--- src/rtl/summ_bcd_display.sv ---
// Binary-to-BCD display stage: sequential double-dabble conversion driving active-low 7-segment digits.
// Define SUMM_LZ_BLANK_EN to blank leading-zero digits (digit 0 is always shown).
module summ_bcd_display #(
  parameter int WIDTH  = 9,
  parameter int DIGITS = 3
) (
  input  logic                  clk,
  input  logic                  rst,
  input  logic                  start,
  input  logic [WIDTH-1:0]      bin,
  output logic                  busy,
  output logic                  done,
  output logic [4*DIGITS-1:0]   bcd,
  output logic [7*DIGITS-1:0]   seg
);

  localparam int CW = $clog2(WIDTH + 1);

  typedef enum logic [1:0] {IDLE, SHIFT, DONE} state_t;

  state_t                state_q, state_d;
  logic [WIDTH-1:0]      shift_q, shift_d;
  logic [4*DIGITS-1:0]   scratch_q, scratch_d;
  logic [CW-1:0]         cnt_q, cnt_d;
  logic [4*DIGITS-1:0]   bcd_q, bcd_d;
  logic [7*DIGITS-1:0]   seg_q, seg_d;
  logic                  done_q, done_d;
  logic [4*DIGITS-1:0]   adj;

  function automatic logic [6:0] encDigit(input logic [3:0] d);
    case (d)
      4'd0:    encDigit = 7'h40;
      4'd1:    encDigit = 7'h79;
      4'd2:    encDigit = 7'h24;
      4'd3:    encDigit = 7'h30;
      4'd4:    encDigit = 7'h19;
      4'd5:    encDigit = 7'h12;
      4'd6:    encDigit = 7'h02;
      4'd7:    encDigit = 7'h78;
      4'd8:    encDigit = 7'h00;
      4'd9:    encDigit = 7'h10;
      default: encDigit = 7'h7F;
    endcase
  endfunction

  // Walk from the top digit down so blanking stops at the first nonzero digit.
  function automatic logic [7*DIGITS-1:0] encAll(input logic [4*DIGITS-1:0] v);
    logic [7*DIGITS-1:0] s;
`ifdef SUMM_LZ_BLANK_EN
    logic lead;
    lead = 1'b1;
`endif
    s = '0;
    for (int i = DIGITS - 1; i >= 0; i--) begin
      s[7*i +: 7] = encDigit(v[4*i +: 4]);
`ifdef SUMM_LZ_BLANK_EN
      if (v[4*i +: 4] != 4'd0) lead = 1'b0;
      if (lead && (i != 0)) s[7*i +: 7] = 7'h7F;
`endif
    end
    return s;
  endfunction

  always_comb begin
    adj = scratch_q;
    for (int i = 0; i < DIGITS; i++) begin
      if (scratch_q[4*i +: 4] >= 4'd5) adj[4*i +: 4] = scratch_q[4*i +: 4] + 4'd3;
    end
  end

  always_comb begin
    state_d   = state_q;
    shift_d   = shift_q;
    scratch_d = scratch_q;
    cnt_d     = cnt_q;
    bcd_d     = bcd_q;
    seg_d     = seg_q;
    done_d    = 1'b0;
    case (state_q)
      IDLE: begin
        if (start) begin
          shift_d   = bin;
          scratch_d = '0;
          cnt_d     = CW'(WIDTH);
          state_d   = SHIFT;
        end
      end
      SHIFT: begin
        {scratch_d, shift_d} = {adj, shift_q} << 1;
        cnt_d = cnt_q - 1'b1;
        if (cnt_q == CW'(1)) state_d = DONE;
      end
      DONE: begin
        bcd_d   = scratch_q;
        seg_d   = encAll(scratch_q);
        done_d  = 1'b1;
        state_d = IDLE;
      end
      default: state_d = IDLE;
    endcase
  end

  // Displays only ever change from DONE or reset, so no partial values leak out.
  always_ff @(posedge clk) begin
    if (rst) begin
      state_q   <= IDLE;
      shift_q   <= '0;
      scratch_q <= '0;
      cnt_q     <= '0;
      bcd_q     <= '0;
      seg_q     <= encAll('0);
      done_q    <= 1'b0;
    end else begin
      state_q   <= state_d;
      shift_q   <= shift_d;
      scratch_q <= scratch_d;
      cnt_q     <= cnt_d;
      bcd_q     <= bcd_d;
      seg_q     <= seg_d;
      done_q    <= done_d;
    end
  end

  assign busy = (state_q != IDLE);
  assign done = done_q;
  assign bcd  = bcd_q;
  assign seg  = seg_q;

endmodule

--- config.mk ---
export PLATFORM = sky130hd
export DESIGN_NAME = summ_bcd_display
export DESIGN_NICKNAME = d
export VERILOG_FILES = /design/src/rtl/summ_bcd_display.sv
export SDC_FILE = /design/constraint.sdc
export NUM_CORES = 1
export LEC_CHECK = 0
export CAP_MARGIN = 5
export CORE_ASPECT_RATIO = 1.75
export CORE_MARGIN = 4
export CORE_UTILIZATION = 42
export CTS_BUF_LIST = sky130_fd_sc_hd__clkbuf_8
export DETAILED_ROUTE_END_ITERATION = 6
export PLACE_DENSITY = 0.72
export SLEW_MARGIN = 20
export SYNTH_ARGS = -nofsm -noshare
export SYNTH_HDL_FRONTEND = slang
export SYNTH_SLANG_ARGS = --single-unit
export TNS_END_PERCENT = 100
--- constraint.sdc ---
create_clock -name clk -period 1.4 [get_ports clk]
set_input_delay 0.14 -clock clk [delete_from_list [all_inputs] [get_ports clk]]
set_output_delay 0.14 -clock clk [all_outputs]
set_load 0.005 [all_outputs]
==> results.py, run 1 <==
metrics = {
    "place": {
        "port_buffers": 46,
        "place_ws_ns": -0.1636,
        "dpl.hpwl_mm": 4.859,
        "dp.cells": 483,
        "place_congestion": 0.8706,
        "placed_area_sq_um": 3596,
    },
    "drt": {
        "totalWireLength_mm": 6.888,
        "first_iter_violations": 191,
        "vias_per_cell": 5.246,
        "wl_per_cell_um": 13.78,
        "vias": 2623,
        "firstDrtPassIters": 4,
        "antenna_left": 0,
        "drc": 0,
    },
    "clocking": {
        "cts.sinks": 61,
        "cts_hold_buf": 0,
        "clk-insertion-delay-late_ns": 0.35,
        "cts_root_buffer": "clkbuf_8",
        "clockBufferDepth": 2,
        "htreeDepth": 3,
        "numCtsBuffers": 9,
        "cts_tree": "built",
        "clk_pin_slew_worst_paths_ns": 0.07,
    },
    "logic_synthesis": {
        "synth_area_sq_um": 2893,
        "syn_avg_cell_area_sq_um": 8.337,
        "synth.yosys.warnings": 0,
        "synth_cells": 347,
        "async_reset_ff_frac": 0,
        "yosysTopAreaCell": "dfxtp_1",
        "synth-edff-count": 0,
        "synth.distinct_cells": 39,
        "yosysTopAreaCellShare": 0.4221,
        "yosysMostFrequentCell": "dfxtp_1",
        "yosys_most_used_dff": "dfxtp_1",
        "ys_ff_latch": 61,
        "synth_area_leaders": "dfxtp_1 42%, ha_1 7.8%, a21oi_1 7.3%",
        "synth_common_cells": "61 x dfxtp_1, 51 x nand2_1, 42 x a21oi_1, 31 x nor2_1, 18 x ha_1",
        "syn-num-nets": 377,
        "ys_seq_area_frac": 0.4221,
    },
    "sta": {
        "whs_ns": 0.2058,
        "relSlewSlack": 0.6831,
        "timing_worst_slew_pin_value_ns": 0.4747,
        "fmax_mhz": 734.5,
        "rsz0062_at_grt": "true",
        "setup_slack_ns": 0.03851,
        "finalSetupViolCount": 0,
        "final_hold_viol_count": 0,
        "slew_violations": 0,
        "clock_skew_ns": 0.007198,
        "period_needed_ns": 1.361,
        "period_share": 0.9725,
    },
    "final_layout": {
        "area_growth_syn_to_layout_pct": 36.63,
        "fin_nets": 443,
        "drive_above_1_share": 0.2129,
        "final_util": 0.5956,
        "diodes": 0,
        "final_cell_area_sq_um": 3953,
        "fillCellCount": 616,
        "layout.cells.non_filler": 500,
    },
    "flow_run": {
        "maxCapViolations": 0,
    },
    "die": {
        "fp.dieH_um": 117.8,
        "fp-row-count": 39,
        "die_x_um": 70.74,
        "die_area_sq_um": 8332,
        "initial_core_util": 0.4359,
        "design.portCount": 47,
        "coreArea_sq_um": 6636,
    },
    "hold_path": {
        "hp-class": "primary input to flop",
    },
    "global_route": {
        "grt_max_degree": 26,
        "groute.usage.overall": 0.1717,
        "grt.overflow.total": 0,
        "grt_pass1_vias": 2581,
        "grt_pass1_wl_mm": 11.50,
        "antenna_found_initial": 0,
    },
    "outcome": {
        "outcome": "completed",
    },
    "setup_path": {
        "worstPathArrival_ns": 1.62,
        "startpoint_type": "flop",
        "r2r_slack_ns": 0.04,
        "cp_max_fo": 3,
        "cp-end-kind": "flop",
        "path_class": "flop to flop",
        "critPathRequiredTime_ns": 1.66,
    },
    "power": {
        "peakVddDrop_mv": 0.6447,
        "power_leakage_nw": 1.461,
        "power_density_nw_per_um2": 985.9,
    },
}
==> logic make-up (layout without fill, tap and decap cells) <==
kind of cell    after synthesis  after routing  share of synthesized area
compound gates              103            103                     0.2180
xor+xnor                      6              6                    0.01817
fa+ha+maj                    18             18                    0.07786
buf+inv                      37            108                    0.06185
flops                        61             61                     0.4221
mux                           4              4                    0.01384
simple gates                118            118                     0.1882
==> metal layers <==
layer	GRT usage	wire length, um	up-vias
li1	-	-	1335
met1	0.1784	2717	1232
met2	0.3087	3766	43
met3	0.03419	222	13
met4	0.1000	182	0
met5	0	0	-
==> where the power goes <==
part | switching [W] | internal [W] | leakage (nW) | total, W
Sequential | 0.0000587 | 0.00181 | 0.500 | 0.00187
Combinational | 0.000235 | 0.000219 | 0.867 | 0.000455
Clock | 0.000714 | 0.000862 | 0.0943 | 0.00158
==> placed cells by master, fill, tap and decap left out, drive strengths merged, types with 3 or more instances in the layout <==
master / synthesis / layout
dfxtp: 61 / 61
nand2: 51 / 51
clkdlybuf4s50: 0 / 43
a21oi: 42 / 42
buf: 20 / 35
nor2: 32 / 32
o21ai: 21 / 21
ha: 18 / 18
a211oi: 12 / 12
inv: 12 / 12
clkbuf: 5 / 10
nor3: 10 / 10
a22oi: 8 / 8
nor3b: 8 / 8
nand2b: 8 / 8
mux2i: 4 / 4
a22o: 4 / 4
xor2: 3 / 3
o31ai: 3 / 3
nand3: 3 / 3
a221o: 3 / 3
xnor2: 3 / 3
o21bai: 3 / 3
clkinvlp: 0 / 3
==> stage by stage <==
step | TNS [ns] | power, W
final | 0 | 0.003897
after global routing | -0.07225 | 0.004086
after CTS | -0.01870 | 0.003922
after detailed placement | -1.377 | 0.002343
after global placement | -0.7006 | 0.002328
after floorplan | -0.02830 | 0.002165
==> registers in the layout (all words and copies together) (netlist names) <==
name,flops
shift_q,9
seg,21
bcd,12
state_q,2
cnt_q,4
done,1
scratch_q,12
==> critical path, stage by stage, from the launching register on <==
cell	delay [ns]
dfxtp_2	0.36
inv_2	0.06
buf_4	0.14
ha_1	0.23
a21oi_2	0.15
o21ai_1	0.10
a211oi_1	0.23
==> area by class of cell <==
class                   instances  area, sq um  share of cell area
multi-input cells             249         1638              0.4144
well taps                      82        102.6             0.02596
clock buffers                  10        137.6             0.03482
clock inverters                 6        62.56             0.01583
inverters                      12        47.55             0.01203
flip-flops and latches         61         1240              0.3137
repair buffers                 80        724.4              0.1833
==> final timing paths <==
path                startpoint          to  cells after the start
setup / recovery  scratch_q[8]     seg[18]                      6
hold / removal             rst  state_q[1]                      3
setup reg to reg  scratch_q[8]     seg[18]                      6
hold reg to reg        bcd[10]     bcd[10]                      2
==> timing repair <==
action                                  CTS  global route
endpoints found under the setup margin    5            25
pin swaps                                 2             9
resized for setup                        13            23
buffers inserted                          1             0
(Power assumes the default switching activity.)
==> run 2: changes to the inputs <==
--- a/config.mk
+++ b/config.mk
@@ -9,7 +9,6 @@
 export CORE_ASPECT_RATIO = 1.75
 export CORE_MARGIN = 4
 export CORE_UTILIZATION = 42
-export CTS_BUF_LIST = sky130_fd_sc_hd__clkbuf_8
 export DETAILED_ROUTE_END_ITERATION = 6
 export PLACE_DENSITY = 0.72
 export SLEW_MARGIN = 20
==> run 2 against run 1 <==
  * Via count rose by 0.84%
  * Utilization rose by 1.6 points
  * Flip-flop and latch count did not move
  * Combinational power barely moved
  * Worst setup slack got worse by 0.0085 ns
  * Critical path depth did not move
  * Hold slack improved by 0.027 ns
  * Clock skew fell by 0.0045 ns
  * Non-clock buffer count fell by 1
  * Critical endpoint unchanged
  * Largest cell class unchanged
  * Highest routed layer unchanged
==> results.py, run 2 (synthesized netlist as in run 1, its figures left out) <==
metrics = {
    "final_layout": {
        "final_common_cell": "dfxtp_1",
        "layout.cells.non_filler": 499,
        "drive_above_1_share": 0.2182,
        "layout_common_cells": "52 x dfxtp_1, 51 x nand2_1, 44 x clkdlybuf4s50_1",
        "area_growth_syn_to_layout_pct": 40.27,
        "fin_nets": 442,
        "largest_reg_flops": 21,
        "diodes": 0,
        "final_util": 0.6114,
    },
    "sta": {
        "final_hold_viol_count": 0,
        "finalSetupViolCount": 0,
        "period_needed_ns": 1.370,
        "setup_slack_ns": 0.03001,
        "slew_violations": 0,
        "timing_worst_slew_pin_value_ns": 0.4699,
        "fmax_mhz": 729.9,
        "relSlewSlack": 0.6863,
        "period_share": 0.9786,
        "clock_skew_ns": 0.002735,
        "rsz0062_at_grt": "true",
    },
    "global_route": {
        "grt_pass1_wl_mm": 11.70,
        "grtUsageMet1": 0.1799,
        "met3_usage": 0.04615,
        "groute.usage.overall": 0.1757,
        "grt_pass1_vias": 2598,
        "busiest_layer": "met2",
        "antenna_found_initial": 0,
        "grt_max_degree": 26,
        "grt.overflow.total": 0,
        "globalRouteMet2Util": 0.3140,
    },
    "power": {
        "power_leakage_nw": 1.506,
        "power_density_nw_per_um2": 1117,
        "peakVddDrop_mv": 0.8187,
        "p_total_w": 0.004532,
    },
    "hold_path": {
        "hp-class": "primary input to flop",
    },
    "clocking": {
        "clockBufferDepth": 2,
        "clk-insertion-delay-late_ns": 0.33,
        "cts_hold_buf": 0,
        "clk_pin_slew_worst_paths_ns": 0.05,
        "numCtsBuffers": 9,
        "cts.sinks": 61,
        "cts_tree": "built",
        "htreeDepth": 3,
        "cts_root_buffer": "clkbuf_16",
    },
    "place": {
        "dp.cells": 483,
        "port_buffers": 46,
        "place_congestion": 0.8706,
        "dpl.hpwl_mm": 4.859,
        "place_ws_ns": -0.1636,
    },
    "die": {
        "die_x_um": 70.74,
        "die_area_sq_um": 8332,
        "coreArea_sq_um": 6636,
        "fp.dieH_um": 117.8,
        "initial_core_util": 0.4359,
        "design.portCount": 47,
        "fp-row-count": 39,
    },
    "drt": {
        "totalWireLength_mm": 7.144,
        "first_iter_violations": 159,
        "firstDrtPassIters": 6,
        "wl_per_cell_um": 14.32,
        "antenna_left": 0,
        "vias_per_cell": 5.301,
        "vias": 2645,
        "drc": 0,
    },
    "setup_path": {
        "cp-end-kind": "flop",
        "path_class": "flop to flop",
        "cp_max_fo": 3,
        "startpoint_type": "flop",
        "path_cells": "inv_2 > buf_4 > ha_1 > a21oi_2 > o21ai_1 > a211oi_1",
        "worstPathArrival_ns": 1.62,
        "worst_path_largest_cell_delay_ns": 0.36,
        "slowest_stage": "dfxtp_2",
        "critPathRequiredTime_ns": 1.65,
    },
    "outcome": {
        "outcome": "completed",
    },
    "flow_run": {
        "maxCapViolations": 0,
    },
}
## run 2: cell count changes in the layout (fill, tap and decap cells not counted), sizes merged
cell           change
buf                -1
dlymetal6s2s       -1
clkdlybuf4s50      +1
## run 2: cell type report
cell class	instances	area [sq um]
repair buffers	79	714.4
well taps	82	102.6
fillers	603	2579
inverters	12	50.05
clock inverters	6	62.56
flip-flops and latches	61	1242
clock buffers	10	239.0
multi-input cells	249	1647
## run 2: worst paths after layout
kind / from / end / slack, ns / cells after the start
max reg2reg: scratch_q[8] / seg[18] / 0.03 / 6
max: scratch_q[8] / seg[18] / 0.03 / 6
min reg2reg: bcd[10] / bcd[10] / 0.45 / 2
min: rst / state_q[1] / 0.23 / 3
## run 2: routing by layer
| layer | share of wire | vias up |
|---|---|---|
| met5 | 0 | - |
| met4 | 0.029 | 0 |
| met3 | 0.033 | 17 |
| met2 | 0.54 | 51 |
| met1 | 0.39 | 1246 |
| li1 | - | 1331 |
## run 2: report_power, final
group	switching, W	leakage (nW)	total (W)	internal [W]
combinational	0.000238	0.865	0.000457	0.000218
clock	0.000790	0.140	0.00221	0.00142
sequential	0.0000601	0.500	0.00187	0.00181
total	0.00109	1.51	0.00453	0.00344
## run 2: critical path, delay by kind of cell, from the launching register on
kind                     cells  cell delay (ns)
AO/OA/AOI/OAI                3             0.48
adder cells (fa/ha/maj)      1             0.23
buffers and inverters        2             0.21
flip-flops                   1             0.36
## run 2: what timing repair did
action	CTS	global route
endpoints found under the setup margin	5	24
resized for setup	14	27
buffers inserted	0	0
pin swaps	3	7
## run 2: stage by stage
stage,instance area (sq um),TNS [ns],hold slack [ns]
after floorplan,2915,-0.02830,0.2760
after global placement,3596,-0.7006,0.4424
after detailed placement,3596,-1.377,0.4465
after CTS,3966,-0.02301,0.2827
after global routing,4058,-0.01080,0.2446
final,4058,0,0.2332
